### src/rtl/sys_arr_pkg.sv
// Shared parameters and FSM state type for the systolic array controller.
// Optional performance counters in the top are enabled by SYS_ARR_PERF_CNT_EN.
package sys_arr_pkg;

  localparam int N        = 4;
  localparam int MAX_ROWS = 256;
  localparam int CW       = $clog2(MAX_ROWS + 1);
  localparam int RW       = (N > 1) ? $clog2(N) : 1;
  localparam int LAT      = 2 * N - 2;

  typedef enum logic [2:0] {
    IDLE,
    LOAD_W,
    STREAM,
    DRAIN,
    DONE
  } ctrl_state_t;

endpackage

### src/rtl/sys_arr_perf_counter.sv
// 32-bit event counter with synchronous clear; clear wins over enable.
module sys_arr_perf_counter (
  input  logic        clk,
  input  logic        nRST,
  input  logic        clear,
  input  logic        en,
  output logic [31:0] count
);

  always_ff @(posedge clk) begin
    if (!nRST) begin
      count <= '0;
    end else if (clear) begin
      count <= '0;
    end else if (en) begin
      count <= count + 32'd1;
    end
  end

endmodule

### src/rtl/systolic_array_controller.sv
// Job sequencer for an NxN weight-stationary systolic array: weight preload,
// row streaming, skew drain, done pulse. Define SYS_ARR_PERF_CNT_EN for perf counters.
module systolic_array_controller
  import sys_arr_pkg::*;
(
  input  logic          clk,
  input  logic          nRST,
  input  logic          start,
  input  logic [CW-1:0] num_rows,
  input  logic          w_valid,
  output logic          w_ready,
  output logic          weight_en,
  output logic [RW-1:0] weight_row,
  input  logic          in_valid,
  output logic          in_ready,
  output logic          mac_start,
  input  logic          value_ready,
  input  logic          out_ready,
  output logic          out_valid,
  output logic [CW-1:0] out_row,
  output logic          busy,
  output logic          done
`ifdef SYS_ARR_PERF_CNT_EN
  ,
  output logic [31:0]   perf_busy,
  output logic [31:0]   perf_stall
`endif
);

  localparam logic [CW-1:0] LAT_C    = CW'(LAT);
  localparam logic [CW-1:0] W_LAST_C = CW'(N - 1);
  localparam logic [CW-1:0] ONE_C    = CW'(1);

  ctrl_state_t   state, state_nxt;
  logic [CW-1:0] m_reg;
  logic [CW-1:0] wcnt;
  logic [CW-1:0] icnt;
  logic [CW-1:0] step_cnt;
  logic [CW-1:0] total_steps;
  logic          legal;
  logic          start_acc;
  logic          emits_row;

  // Once results start leaving the array, every step pushes a row out,
  // so a step then also needs the consumer to be ready.
  assign legal       = value_ready & ((step_cnt < LAT_C) | out_ready);
  assign total_steps = m_reg + LAT_C;
  assign start_acc   = (state == IDLE) & start;
  assign emits_row   = mac_start & (step_cnt >= LAT_C);

  always_comb begin
    state_nxt  = state;
    w_ready    = 1'b0;
    weight_en  = 1'b0;
    weight_row = '0;
    in_ready   = 1'b0;
    mac_start  = 1'b0;
    case (state)
      IDLE: begin
        if (start) begin
          state_nxt = (num_rows != '0) ? LOAD_W : DONE;
        end
      end
      LOAD_W: begin
        w_ready    = 1'b1;
        weight_en  = w_valid;
        weight_row = w_valid ? wcnt[RW-1:0] : '0;
        if (w_valid && (wcnt == W_LAST_C)) begin
          state_nxt = STREAM;
        end
      end
      STREAM: begin
        in_ready  = legal;
        mac_start = legal & in_valid;
        if (mac_start && ((icnt + ONE_C) == m_reg)) begin
          state_nxt = DRAIN;
        end
      end
      DRAIN: begin
        // With a zero-latency array the skew is already flushed on entry.
        if (step_cnt == total_steps) begin
          state_nxt = DONE;
        end else begin
          mac_start = legal;
          if (legal && ((step_cnt + ONE_C) == total_steps)) begin
            state_nxt = DONE;
          end
        end
      end
      DONE: begin
        state_nxt = IDLE;
      end
      default: begin
        state_nxt = IDLE;
      end
    endcase
  end

  always_ff @(posedge clk) begin
    if (!nRST) begin
      state     <= IDLE;
      m_reg     <= '0;
      wcnt      <= '0;
      icnt      <= '0;
      step_cnt  <= '0;
      out_valid <= 1'b0;
      out_row   <= '0;
    end else begin
      state     <= state_nxt;
      out_valid <= emits_row;
      if (start_acc) begin
        m_reg    <= num_rows;
        wcnt     <= '0;
        icnt     <= '0;
        step_cnt <= '0;
      end
      if (weight_en) begin
        wcnt <= wcnt + ONE_C;
      end
      if (mac_start && (state == STREAM)) begin
        icnt <= icnt + ONE_C;
      end
      if (mac_start) begin
        step_cnt <= step_cnt + ONE_C;
      end
      if (emits_row) begin
        out_row <= step_cnt - LAT_C;
      end
    end
  end

  assign busy = (state != IDLE);
  assign done = (state == DONE);

`ifdef SYS_ARR_PERF_CNT_EN
  logic busy_cycle;
  logic stall_cycle;

  assign busy_cycle  = (state == LOAD_W) | (state == STREAM) | (state == DRAIN);
  assign stall_cycle = ((state == STREAM) | (state == DRAIN)) & ~mac_start;

  sys_arr_perf_counter u_perf_busy (
    .clk   (clk),
    .nRST  (nRST),
    .clear (start_acc),
    .en    (busy_cycle),
    .count (perf_busy)
  );

  sys_arr_perf_counter u_perf_stall (
    .clk   (clk),
    .nRST  (nRST),
    .clear (start_acc),
    .en    (stall_cycle),
    .count (perf_stall)
  );
`endif

endmodule
### config.mk
export PLATFORM = sky130hd
export DESIGN_NAME = systolic_array_controller
export DESIGN_NICKNAME = d
export VERILOG_FILES = /design/src/rtl/sys_arr_pkg.sv /design/src/rtl/sys_arr_perf_counter.sv /design/src/rtl/systolic_array_controller.sv
export SDC_FILE = /design/constraint.sdc
export NUM_CORES = 1
export LEC_CHECK = 0
export CORE_ASPECT_RATIO = 0.6
export CORE_MARGIN = 2
export CORE_UTILIZATION = 34
export DETAILED_ROUTE_END_ITERATION = 8
export DONT_BUFFER_PORTS = 1
export PLACE_DENSITY = 0.49
export RECOVER_POWER = 25
export SLEW_MARGIN = 20
export SYNTH_ARGS = -nofsm -noshare
export SYNTH_HDL_FRONTEND = slang
export SYNTH_SLANG_ARGS = --single-unit
### constraint.sdc
create_clock -name clk -period 3.4 [get_ports clk]
set_input_delay 0.68 -clock clk [delete_from_list [all_inputs] [get_ports clk]]
set_output_delay 0.68 -clock clk [all_outputs]
set_load 0.005 [all_outputs]
# Yosys cells after proc, flatten, opt, wreduce, memory -nomap -nowiden
# Index checks and enable logic that the tools add are counted.
# W data, S select, Z words.
# word_totals
regBits	49
out_inout_bits	18
elab_cells	60
inputBits	16
# op_classes
n_reduce_logical	11
order_cmp	2
n_mux	18
n_eq_ne	12
n_addsub	5
bitwise	5
# op_table
operator	count
$mux W9	4
$add A9 B1 Y9 const B	3
$eq A9 B9 Y1	3
$mux W3	6
$pmux W3 S4	1
$add A9 B3 Y9 const B	1
$eq A9 B2 Y1 const B	1
$ge A9 B3 Y1 const B	1
$lt A9 B3 Y1 const B	1
$reduce_bool A9 Y1	1
$sub A9 B3 Y9 const B	1
$eq A3 B2 Y1 const B	2
$ne A2 B2 Y1 const B	3
$reduce_bool A2 Y1	3
$and A1 B1 Y1	4
$logic_and A1 B1 Y1	4
$mux W1	4
$mux W2	2
$reduce_and A4 Y1	1
$eq A3 B1 Y1 const B	1
$eq A3 B3 Y1 const B	1
$logic_not A3 Y1	1
$ne A3 B3 Y1 const B	1
$reduce_bool A3 Y1	1
other kinds (2)	2

# Logic depth before layout (Yosys ltp)
# Gate-level depths: netlist (run 1).
# depth
depth_word	7
depth_mapped	10
ltp_nobuf	9

# Least setup slack after synthesis (run 1)
# Ideal clock, no wire load.
# synth_path
path_type	register to output
startpoint	register m_reg[1]
endpoint	output mac_start
t_arrival_ns	2.183
path_slack_ns	0.537
path_stages_with_launch	10
n_path_buf	1
required_time_ns	2.720
path_cell_list	dfxtp_1 -> buf_2 -> inv_1 -> ha_1 -> xnor2_1 -> or3_1 -> a2111oi_2 -> nand4_1 -> nand2_1 -> inv_1
# synth_between
elab_chain_cells	4
# synth_lines
element	line_no	source
start: declaration	systolic_array_controller.sv:35	logic [CW-1:0] m_reg;
start signal: assignment	systolic_array_controller.sv:112	m_reg <= num_rows;
$add A9 B3 Y9	systolic_array_controller.sv:47	assign total_steps = m_reg + LAT_C;
$eq A9 B9 Y1	systolic_array_controller.sv:81	if (step_cnt == total_steps) begin
$mux W1	systolic_array_controller.sv:81	
$pmux W1 S2	systolic_array_controller.sv:58	case (state)
end: declaration	systolic_array_controller.sv:16	output logic mac_start,
# No other way between the ends.

# Worst setup path after layout (run 1)
# layout_path
startpoint	register m_reg[2]
endpoint	output mac_start
# Same word-level chain as after synthesis.

==> metrics.cfg, run 1 <==
[clock_tree]
cts_tree = done
cts_setup_buffers = 0
clock_sink_count = 49
cts_buffer_depth = 2
cts_max_level = 2
cts_buffers = 5
clock_latency_ns = 0.29
cts.clk_slew.worst_paths_ns = 0.07
ctsResizeCount = 0
cts-hold-fix-buffers = 0
clk_root_buffer_cell = clkbuf_16

[yosys]
synth_area_mm2 = 0.00326
synth_edf_count = 0
synthCells = 407
ys_seq_area_share_pct = 30.1
synth.top_cell.area_share_pct = 30.1
async_reset_ff_share_pct = 0
synth_top_cell_by_area = dfxtp_1
synth_area_leaders = dfxtp_1 30%, xnor2_1 7.0%, nand2_1 6.3%
synthFlopType = dfxtp_1
synth-seq-cells = 49
yosysUniqueCellTypes = 65
synthesis.nets = 429
yosys_warnings = 0
avgSynthCellArea_um2 = 8.00

[placement]
placed_cell_area_mm2 = 0.00335
place.gp.congestion = 0.879
hpwl_um = 6490
port_buffers = 0
dpl_worst_slack_ns = 0.468

[cells_and_area]
utilization_pct = 38.4
num_antenna_cells = 0
mostFrequentLayoutCell = nand2_1
drive_gt1_share_pct = 7.32
final_area_mm2 = 0.00354
final_cell_mix = 55 x nand2_1, 48 x dfxtp_1, 26 x xnor2_1
areaGrowthSynthToFinish_pct = 8.76
nets = 417

[power_and_ir_drop]
ir_drop_mv = 0.192
total_power_w = 0.00143
power.leakage_nw = 1.27
power_density_mw_per_mm2 = 403

[routing]
first_iter_violations = 165
wl_met1_um = 5210
drc = 0
firstDrtPassIters = 5
dr_wl_met2_um = 3080
drtAntennaViolNets = 0
wl_per_cell_um = 16.9
drt-vias-per-instance = 5.42
routed_wl_um = 8900
met3_length_um = 515
top_layer_used = met4
num_vias = 2849

[setup_path]
worstSetupPathType = reg2out
crit_arrival_ns = 2.56
crit_path_max_fanout = 7
cp.required_ns = 2.72
crit_path_end_kind = output port
cp-start-kind = register

[global_routing]
grt_pass1_wl_um = 14300
grt_remaining_overflow = 0
grt_max_degree = 47
track_usage_pct = 18.0
grt_pass1_vias = 2630
antenna_found_initial = 0

[sta]
fin_tns_setup_ns = 0
period_share_pct = 95.2
final_max_slew_viol_count = 0
finalHoldViolCount = 0
finalSetupViolations = 0
tightestPinTransition_ns = 1.05
setup_slack_ns = 0.162
timing.fmax_ghz = 0.309
skew_ns = 0.00497
maxSlewHeadroom_pct = 29.7
fin_crit_ns = 3.24
rsz0062_at_grt = false

[floorplanning]
row_count = 27
coreArea_mm2 = 0.00922
start_util_pct = 35.3
fp.dieArea_mm2 = 0.0104
pin_count = 34
die_x_um = 130
die_y_um = 79.8

[status]
status = completed

[flow_run]
maxCapViolations = 0

[worst_hold_path]
min_path_type = reg2reg

[path summary, 6_finish.rpt]
| kind | from | to | slack [ns] | cells past startpoint |
|---|---|---|---|---|
| setup / recovery | m_reg[2]$_SDFFE_PN0P_ | mac_start | 0.16 | 8 |
| hold / removal | out_row[2]$_SDFFE_PN0P_ | out_row[2]$_SDFFE_PN0P_ | 0.48 | 2 |
| hold reg to reg | out_row[2]$_SDFFE_PN0P_ | out_row[2]$_SDFFE_PN0P_ | 0.48 | 2 |
| setup reg to reg | m_reg[2]$_SDFFE_PN0P_ | step_cnt[4]$_SDFFE_PN0P_ | 0.48 | 8 |
[cells in the mapped netlist (7+ instances only)]
cell / n
xor2_1: 12
mux2i_1: 7
nand3_1: 19
nand3b_1: 10
buf_2: 7
nor2_1: 22
nor3_1: 8
nand2_1: 55
dfxtp_1: 49
a21oi_1: 21
clkbuf_1: 15
and2_1: 13
xnor2_1: 26
o21ai_0: 25
a21boi_0: 11
[per-layer routing]
layer | GRT usage, % | up-vias
met2 | 22.8 | 78
li1 | - | 1433
met4 | 4.26 | 0
met1 | 29.3 | 1331
met5 | 0 | -
met3 | 4.02 | 7
[stage by stage]
| stage | hold WS, ns | cells |
|---|---|---|
| 6_report | 0.481 | 526 |
| 5_1_grt | 0.501 | 526 |
| 4_1_cts | 0.489 | 526 |
| 3_5_place_dp | 0.472 | 518 |
| 3_3_place_gp | 0.470 | 518 |
| 2_1_floorplan | 0.451 | 407 |
[layout make-up]
cell class | instances | area (µm²)
Inverter | 7 | 26.3
Fill cell | 952 | 5680
Timing Repair Buffer | 7 | 52.6
Clock inverter | 2 | 37.5
Sequential cell | 49 | 982
Multi-Input combinational cell | 325 | 2140
Clock buffer | 6 | 139
Tap cell | 130 | 163
[worst max-delay path, stage by stage, from the launching register on]
cell and delay (ns):
dfxtp_1 0.47, inv_1 0.12, ha_1 0.37, xnor2_1 0.14, or3_1 0.36, a2111oi_4 0.36, nand4_1 0.17, nand2_1 0.18
inv_1 0.09
[report_power, final]
group          leakage [nW]  internal [W]  switching [W]
clock                0.0831      0.000367       0.000224
combinational         0.795     0.0000855       0.000125
sequential            0.397      0.000589      0.0000354
[cells by family after synthesis]
family                     Yosys count  synth area share [%]
adders and majority gates            6                  2.31
AOI/OAI and AO/OA                   95                  19.6
DFF                                 49                  30.1
and+or+nand+nor                    176                  29.4
buffers and inverters               33                  4.50
xor gates and xnor gates            40                  11.6
muxes                                8                  2.50
(Power assumes the default switching activity.)
==> run 2, diff against run 1 <==
--- a/config.mk
+++ b/config.mk
@@ -10,7 +10,7 @@
 export CORE_UTILIZATION = 34
 export DETAILED_ROUTE_END_ITERATION = 8
 export DONT_BUFFER_PORTS = 1
-export PLACE_DENSITY = 0.49
+export PLACE_DENSITY = 0.58
 export RECOVER_POWER = 25
 export SLEW_MARGIN = 20
 export SYNTH_ARGS = -nofsm -noshare
==> run 2 against run 1 <==
  * Worst setup slack improved by 0.092 ns
  * Core utilization about the same
  * Sequential cell count unchanged
  * Critical path depth unchanged
  * Final cell count increased by 0.19%
  * Power increased by 0.32%
  * Register-to-register slack improved by 0.12 ns
  * Clock power increased by 0.8%
  * Non-clock buffer count increased by 1
  * Die area unchanged
  * Critical path type unchanged
  * Critical endpoint unchanged
  * Highest routed layer unchanged
==> metrics.cfg, run 2 (synthesized netlist as in run 1, its figures left out) <==
[setup_path]
path_cells = inv_1, ha_1, xnor2_1, or3_1, a2111oi_4, nand4_1, nand2_2, inv_1
regToRegStartpoint = m_reg[2]$_SDFFE_PN0P_
path_common_cell = inv_1
crit_arrival_ns = 2.47  ; -0.09 ns
r2r_slack_ns = 0.60  ; +0.12 ns
cp.buffers_inverters = 2  ; unchanged
cp_slowest_cell = dfxtp_2
reg2reg_depth = 8  ; unchanged
path_delay_family = simple AND/OR/NAND/NOR gates
crit_path_end_kind = output port
worstSetupPathType = reg2out
cp_slowest_stage_delay_ns = 0.39  ; -0.08 ns
crit_path_max_fanout = 7  ; unchanged
cp-start-kind = register
cp.required_ns = 2.72  ; about the same
r2r_end = out_row[8]$_SDFFE_PN0P_

[floorplanning]
fp.dieArea_mm2 = 0.0104  ; unchanged
row_count = 27  ; unchanged
pin_count = 34  ; unchanged
die_x_um = 130  ; unchanged
die_y_um = 79.8  ; unchanged
start_util_pct = 35.3  ; unchanged
coreArea_mm2 = 0.00922  ; unchanged

[cells_and_area]
areaGrowthSynthToFinish_pct = 8.84  ; about the same
mostFrequentLayoutCell = nand2_1
nets = 418  ; +0.24%
num_antenna_cells = 0  ; unchanged
fill_cells = 921  ; -3.3%
final_cell_mix = 54 x nand2_1, 48 x dfxtp_1, 26 x xnor2_1
instances_no_fill = 527  ; +0.19%
drive_gt1_share_pct = 7.30  ; -0.018 points

[global_routing]
grt_pass1_vias = 2746  ; +4.4%
antenna_found_initial = 0  ; unchanged
grt_max_degree = 47  ; unchanged
grt_pass1_wl_um = 14100  ; -1.6%
track_usage_pct = 17.4  ; -0.57 points
grt_remaining_overflow = 0  ; unchanged

[status]
status = completed

[sta]
period_share_pct = 92.5  ; -2.7 points
whs_ns = 0.488  ; +0.00743 ns
tightestPinTransition_ns = 1.01  ; -0.0405 ns
fin_tns_setup_ns = 0  ; unchanged
maxSlewHeadroom_pct = 32.4  ; +2.7 points
final_max_slew_viol_count = 0  ; unchanged
timing.fmax_ghz = 0.318  ; +2.9%
skew_ns = 0.00368  ; -0.00128 ns
finalHoldViolCount = 0  ; unchanged
setup_slack_ns = 0.254  ; +0.0920 ns
finalSetupViolations = 0  ; unchanged
rsz0062_at_grt = false
fin_crit_ns = 3.15  ; -0.0920 ns

[power_and_ir_drop]
total_power_w = 0.00143  ; +0.32%
power.leakage_nw = 1.28  ; +0.25%
ir_drop_mv = 0.196  ; +1.9%
power_density_mw_per_mm2 = 404  ; +0.25%

[routing]
firstDrtPassIters = 4  ; -1
drc = 0  ; unchanged
routed_wl_um = 8680  ; -2.4%
drtAntennaViolNets = 0  ; unchanged
num_vias = 2888  ; +1.4%
first_iter_violations = 196  ; +19%
drt-vias-per-instance = 5.48  ; +1.2%
wl_per_cell_um = 16.5  ; -2.6%

[clock_tree]
ctsResizeCount = 0  ; unchanged
clock_latency_ns = 0.30  ; about the same
cts_buffers = 5  ; unchanged
cts_tree = done
cts_setup_buffers = 0  ; unchanged
cts.clk_slew.worst_paths_ns = 0.07  ; about the same
cts_max_level = 2  ; unchanged
cts_buffer_depth = 2  ; unchanged
cts-hold-fix-buffers = 0  ; unchanged
clk_root_buffer_cell = clkbuf_16
clock_sink_count = 49  ; unchanged

[placement]
placed_cells = 519  ; +0.19%
place.gp.congestion = 0.896  ; +1.9%
port_buffers = 0  ; unchanged
hpwl_um = 6340  ; -2.3%
dpl_worst_slack_ns = 0.400  ; -0.0673 ns

[worst_hold_path]
min_path_type = reg2reg
min_from = out_row[0]$_SDFFE_PN0P_
min_to = out_row[0]$_SDFFE_PN0P_
min_delay_path_depth = 2  ; unchanged

[flow_run]
maxCapViolations = 0  ; unchanged

[run 2: stage by stage]
step | area (µm²) | util, %
after floorplan | 3260 | -
after global placement | 3360 | 36.4
after detailed placement | 3360 | 36.4
after CTS | 3530 | 38.3
after global routing | 3540 | 38.4
final | 3540 | 38.4
[run 2: worst max-delay path by stage]
stage	from	endpoint	slack, ns	cells past startpoint
2_1_floorplan	m_reg[1]$_SDFFE_PN0P_	mac_start	0.54	9
3_3_place_gp	m_reg[2]$_SDFFE_PN0P_	mac_start	0.55	8
3_5_place_dp	m_reg[2]$_SDFFE_PN0P_	mac_start	0.40	8
4_1_cts	m_reg[2]$_SDFFE_PN0P_	mac_start	0.06	8
5_1_grt	m_reg[2]$_SDFFE_PN0P_	mac_start	0.08	8
6_report	m_reg[2]$_SDFFE_PN0P_	mac_start	0.25	8
[run 2: final cells by class]
cell class	count	area [µm²]	area share (%)
Tap cell	130	163	4.59
Sequential cell	49	982	27.7
Multi-Input combinational cell	325	2140	60.5
Clock buffer	7	143	4.03
Clock inverter	1	30.0	0.847
Timing Repair Buffer	8	56.3	1.59
Inverter	7	26.3	0.742
[run 2: layer usage]
metal  global-route usage [%]  routed length [µm]  part of all wire [%]  vias up
li1                         -                   -                     -     1427
met1                     26.1                4610                    53     1374
met2                     24.0                3370                    39       77
met3                     4.96                 598                   6.9       10
met4                     4.68                 101                   1.2        0
met5                        0                   0                     0        -
[run 2: where the power goes]
| part | internal [W] | switching, W | total [W] |
|---|---|---|---|
| clock | 0.000368 | 0.000228 | 0.000596 |
| combinational | 0.0000866 | 0.000129 | 0.000215 |
| sequential | 0.000589 | 0.0000310 | 0.000620 |
[run 2: worst register-to-register path, cell delays in order, from the launching register on]
cell and delay (ns):
dfxtp_2 0.39, inv_1 0.09, ha_1 0.36, xnor2_1 0.15, or3_1 0.36, a2111oi_4 0.35, and4_1 0.59, nor2_4 0.16
a211oi_1 0.26
